File: src/rtl/lut2_1134.sv
// 8x8 unsigned approximate multiplier built from sixteen 2x2 digit cells.
// Low-weight digit pairs use a lossy 3-bit cell (3x3 -> 7); the result is registered.
module lut2_1134 #(
    parameter int N            = 8,
    parameter int APPROX_LIMIT = 1
) (
    input  logic          clk,
    input  logic          rst,
    input  logic          in_valid,
    input  logic [N-1:0]  a,
    input  logic [N-1:0]  b,
    output logic [15:0]   prod8,
    output logic          out_valid
);

    localparam int DIGITS = N / 2;

    function automatic logic [3:0] cell_exact(input logic [1:0] x, input logic [1:0] y);
        return 4'(x) * 4'(y);
    endfunction

    // Dropping the 8's bit saves a LUT output; only 3x3 is affected (9 becomes 7).
    function automatic logic [2:0] cell_approx(input logic [1:0] x, input logic [1:0] y);
        logic [3:0] p;
        p = 4'(x) * 4'(y);
        return (x == 2'd3 && y == 2'd3) ? 3'b111 : p[2:0];
    endfunction

    logic [15:0] result;

    always_comb begin
        logic [3:0] pp;
        result = 16'h0000;
        for (int i = 0; i < DIGITS; i++) begin
            for (int j = 0; j < DIGITS; j++) begin
                if (i + j <= APPROX_LIMIT)
                    pp = {1'b0, cell_approx(a[2*i +: 2], b[2*j +: 2])};
                else
                    pp = cell_exact(a[2*i +: 2], b[2*j +: 2]);
                result = result + (16'(pp) << (2 * (i + j)));
            end
        end
    end

    always_ff @(posedge clk) begin
        if (rst) begin
            prod8     <= 16'h0000;
            out_valid <= 1'b0;
        end else begin
            if (in_valid)
                prod8 <= result;
            out_valid <= in_valid;
        end
    end

endmodule

File: config.mk
export PLATFORM = sky130hd
export DESIGN_NAME = lut2_1134
export DESIGN_NICKNAME = d
export VERILOG_FILES = /design/src/rtl/lut2_1134.sv
export SDC_FILE = /design/constraint.sdc
export NUM_CORES = 1
export LEC_CHECK = 0
export CORE_AREA = 2 2 96 75
export DETAILED_ROUTE_END_ITERATION = 7
export DIE_AREA = 0 0 98 77
export PLACE_DENSITY = 0.73
export SYNTH_ARGS = -nofsm -noshare
export SYNTH_HDL_FRONTEND = slang
export SYNTH_SLANG_ARGS = --single-unit
File: constraint.sdc
create_clock -name clk -period 8.9 [get_ports clk]
set_clock_uncertainty 0.05 [all_clocks]
set_input_delay 2.225 -clock clk [delete_from_list [all_inputs] [get_ports clk]]
set_output_delay 2.225 -clock clk [all_outputs]
set_load 0.05 [all_outputs]
== Word level (Yosys, flattened, before mapping) ==
Index checks and enable logic that the tools add are counted.

* Register bits after elaboration: 17
* Bits of input ports: 19

* Add/subtract/negate cells: 15
* $mul: 16
* Equality and inequality tests: 4
* Muxes and demuxes: 3
* Reduce and logical (&&, ||, !) cells: 3

{| class="wikitable"
|+ Operator list
! kind !! number
|-
| multiplier 2 x 2 -> 4 bit || 13
|-
| adder 16 x 10 -> 16 bit || 2
|-
| adder 16 x 12 -> 16 bit || 2
|-
| adder 16 x 14 -> 16 bit || 2
|-
| adder 15 x 8 -> 16 bit || 1
|-
| adder 16 bit || 1
|-
| adder 14 x 12 -> 15 bit || 1
|-
| adder 13 x 10 -> 14 bit || 1
|-
| adder 12 x 8 -> 13 bit || 1
|-
| adder 11 x 5 -> 12 bit || 1
|-
| adder 9 x 10 -> 11 bit || 1
|-
| adder 6 x 8 -> 9 bit || 1
|-
| multiplier 2 x 2 -> 3 bit || 3
|-
| two-way mux 3 bit || 3
|-
| == test 2 bit, second input constant || 4
|-
| adder 3 x 5 -> 6 bit || 1
|-
| logical AND 1 bit || 3
|}

== Logic depth before layout (Yosys ltp) ==
* Depth after elaboration: 18
* Mapped depth: 19
* Mapped depth without buffers: 18

== Worst setup path before layout ==
No wires, ideal clock.

* Path kind: input to register
* Start point: input port b[1]
* End point: register prod8[15]
* Setup time: 0.091 ns
* Arrival time: 6.396 ns
* Data required time: 8.759 ns
* Slack: 2.363 ns
* Cell stages on the path: 18
* Cells stage by stage: clkbuf_1 and2_1 ha_1 ha_1 inv_1 fa_1 inv_1 fa_1 fa_1 inv_1 fa_1 inv_1 ha_1 a21o_1 a21oi_2 a211oi_1 or3_1 a311oi_1

* Word-level cells in the longest chain between the ends: 18

{| class="wikitable"
|+ Ends and longest elaborated chain
! element !! RTL line !! source
|-
| start: declaration || 11 || <nowiki>input logic [N-1:0] b,</nowiki>
|-
| branches (longest 14 deep; another with adder 15 x 8 -> 16 bit) || n/a ||
|-
| adder 16 x 10 -> 16 bit * || 40 || <nowiki>result = result + (16'(pp) << (2 * (i + j)));</nowiki>
|-
| adder 16 x 12 -> 16 bit * || 40 ||
|-
| adder 16 x 14 -> 16 bit * || 40 ||
|-
| adder 16 bit * || 40 ||
|-
| end signal: assignment || 51 || <nowiki>prod8 <= result;</nowiki>
|-
| end: declaration || 12 || <nowiki>output logic [15:0] prod8,</nowiki>
|}

Every way passes the cells marked *.
A chain may end at the register's enable or synchronous reset.

== Worst setup path in the final report ==
* Start point: input port b[1]
* End point: register prod8[14]

Same word-level chain as after synthesis.

==> results.md <==
- Drt drc: 0
- Total wire length: 6.09 mm
- Startpoint types: input port
- Slew headroom: 0.289
- Fin. Hold Viols: 0
- Buffers on Ports: 35
- Slew at the pin closest to its max-slew limit: 1.06 ns
- Clk_lat worst skew: 0.26 ns
- P per Cell Area: 189 mW/mm2
- Inst Count DP: 428
- Reg clk slew, reported paths: 0.06 ns
- Root buf cell: clkbuf_8
- Row cnt: 26
- Routability Congestion: 0.914
- Share of layout cells above drive strength 1: 0.0172
- Iter 0 DRT Violations: 84
- Type of the worst setup path: in -> reg
- CORE AREA: 0.00660 mm2
- Slew Viols, Final: 0
- Number of global-route vias before repair: 2300
- Post-Synthesis Cells: 317
- # setup viols final: 0
- Total Power: 0.637 mW
- Ys async rst share: 0
- Drt via density: 5.07
- H-tree depth: 1
- Status: finished, final reports clean
- Max cap viols: 0
- Vias: 2190
- P_leak: 1.69 nW
- Hold Buf Count CTS: 0
- Layout area overhead: 16.3%
- Starting density of the core: 0.438
- First-pass GRT wire length: 10.8 mm
- CP endpoint kind: flop
- Syn nets: 426
- CP required: 8.95 ns
- Sequential cell area fraction in the yosys report: 0.118
- Post-synth EDFFs: 0
- Post-cts sizing count: 0
- Commonest non-fill, non-tap cell in the layout: and2_1
- Mean Syn Cell Area: 9.13 um2
- DP HPWL: 5.11 mm
- I/O pin count: 36
- Remaining antenna violation count after routing: 0
- #FFs+latches synth: 17
- Largest net degree at the start of global routing: 30
- Min-delay worst type: reg -> reg
- Setup TNS: 0 ns
- Number of iterations in the first detailed-routing pass: 4
- Total GRT Usage: 0.173
- Ys flop type: dfxtp_1
- Final period utilization: 0.794
- Final Non-Filler Cells: 432
- Most frequent cells in the layout: and2_1, ha_1, inv_1
- Synth Warn #: 0
- CP max FO: 12
- Antenna fix cells: 0
- Floorplan die height: 77 um
- Clk sinks: 17
- GRT overflow: 0
- Crit path time final: 7.07 ns
- Final core occ: 0.510
- Num CTS Buffers: 3
- CTS tree: built
- Maximum VDD drop: 0.192 mV
- Die Span X: 98 um
- CP arrival: 7.12 ns
- Initial antenna violation count: 0
- Drt wl/cell: 14.1 um
- Fmax: 0.141 GHz
- RSZ-0062 raised after global routing: no
- Post-synthesis cell area: 0.00289 mm2
- Max Buffers Root-to-Sink: 2
- Number of distinct library cells after synthesis: 35
- Nets: 458
- Post-CTS Setup Inserts: 0
- Die footprint: 0.00755 mm2
==> through the flow <==
stage	instance area, um2	setup WS, ns	hold WS (ns)
floorplan	2890	2.36	0.641
global placement	3320	1.69	0.406
detailed placement	3320	1.59	0.423
CTS	3370	1.84	0.436
global route	3370	1.54	0.458
finish	3370	1.83	0.425
==> report_power, final <==
group,internal (mW),switching [mW]
Clock,0.0311,0.0263
Sequential,0.0963,0.0103
Combinational,0.199,0.274
Total,0.326,0.311
==> synth_stat cells (2+ instances only) <==
| library cell | n | area (um2) |
|---|---|---|
| and3_1 | 2 | 12.5 |
| xnor2_1 | 4 | 35.0 |
| and2_1 | 57 | 357 |
| ha_1 | 55 | 688 |
| a31oi_1 | 2 | 12.5 |
| clkbuf_1 | 6 | 22.5 |
| nor2_1 | 15 | 56.3 |
| buf_1 | 2 | 7.51 |
| a21oi_1 | 11 | 55.1 |
| fa_1 | 35 | 701 |
| inv_1 | 53 | 199 |
| dfxtp_1 | 17 | 340 |
| nor2b_1 | 2 | 12.5 |
| nand2_1 | 9 | 33.8 |
| a21o_1 | 4 | 30.0 |
| nand2b_1 | 4 | 25.0 |
| o21ai_0 | 5 | 25.0 |
| a211oi_1 | 4 | 30.0 |
| o21a_1 | 2 | 15.0 |
| mux2i_1 | 9 | 90.1 |
| nand3_1 | 4 | 20.0 |
| or4b_1 | 2 | 20.0 |
==> logic make-up after synthesis <==
| group | share of synthesized area |
|---|---|
| fa+ha+maj | 0.480 |
| xor+xnor | 0.0121 |
| compound gates | 0.0783 |
| simple gates | 0.202 |
| flops | 0.118 |
| buf+inv | 0.0791 |
| mux | 0.0311 |
==> routing by layer <==
metal,vias to the layer above,GRT usage,part of all wire
met3,3,0.0301,0.057
met1,1045,0.262,0.52
met5,-,0,0
met4,0,0.0417,0.0076
li1,1089,-,-
met2,53,0.255,0.41
==> critical path, cell delays in order <==
cell and delay (ns):
clkdlybuf4s50_1 0.59, and2_1 0.26, ha_1 0.20, ha_1 0.21
fa_1 0.53, fa_1 0.57, inv_1 0.06, fa_1 0.52
fa_1 0.55, inv_1 0.07, fa_1 0.45, a21o_1 0.19
a22o_1 0.21, o22ai_1 0.22, or4b_1 0.16, o311ai_1 0.09
==> cell type report <==
class	count	area, um2
Clock inverter	1	5.00
Tap cell	84	105
Fill cell	622	3240
Sequential cell	17	340
Timing Repair Buffer	35	350
Clock buffer	3	41.3
Inverter	53	199
Multi-Input combinational cell	239	2320
==> flip-flops by register name (all words and copies together), names as in the netlist <==
register and flops:
prod8 16, out_valid 1
==> worst paths after layout <==
kind / from / end / slack (ns) / cells after the start
setup / recovery: b[1] / prod8[14] / 1.83 / 16
hold / removal: prod8[11] / prod8[11] / 0.43 / 2
hold reg to reg: prod8[11] / prod8[11] / 0.43 / 2
setup reg to reg: prod8[12] / prod8[12] / 7.99 / 3
Note: power is estimated with default switching activity, not from simulation.
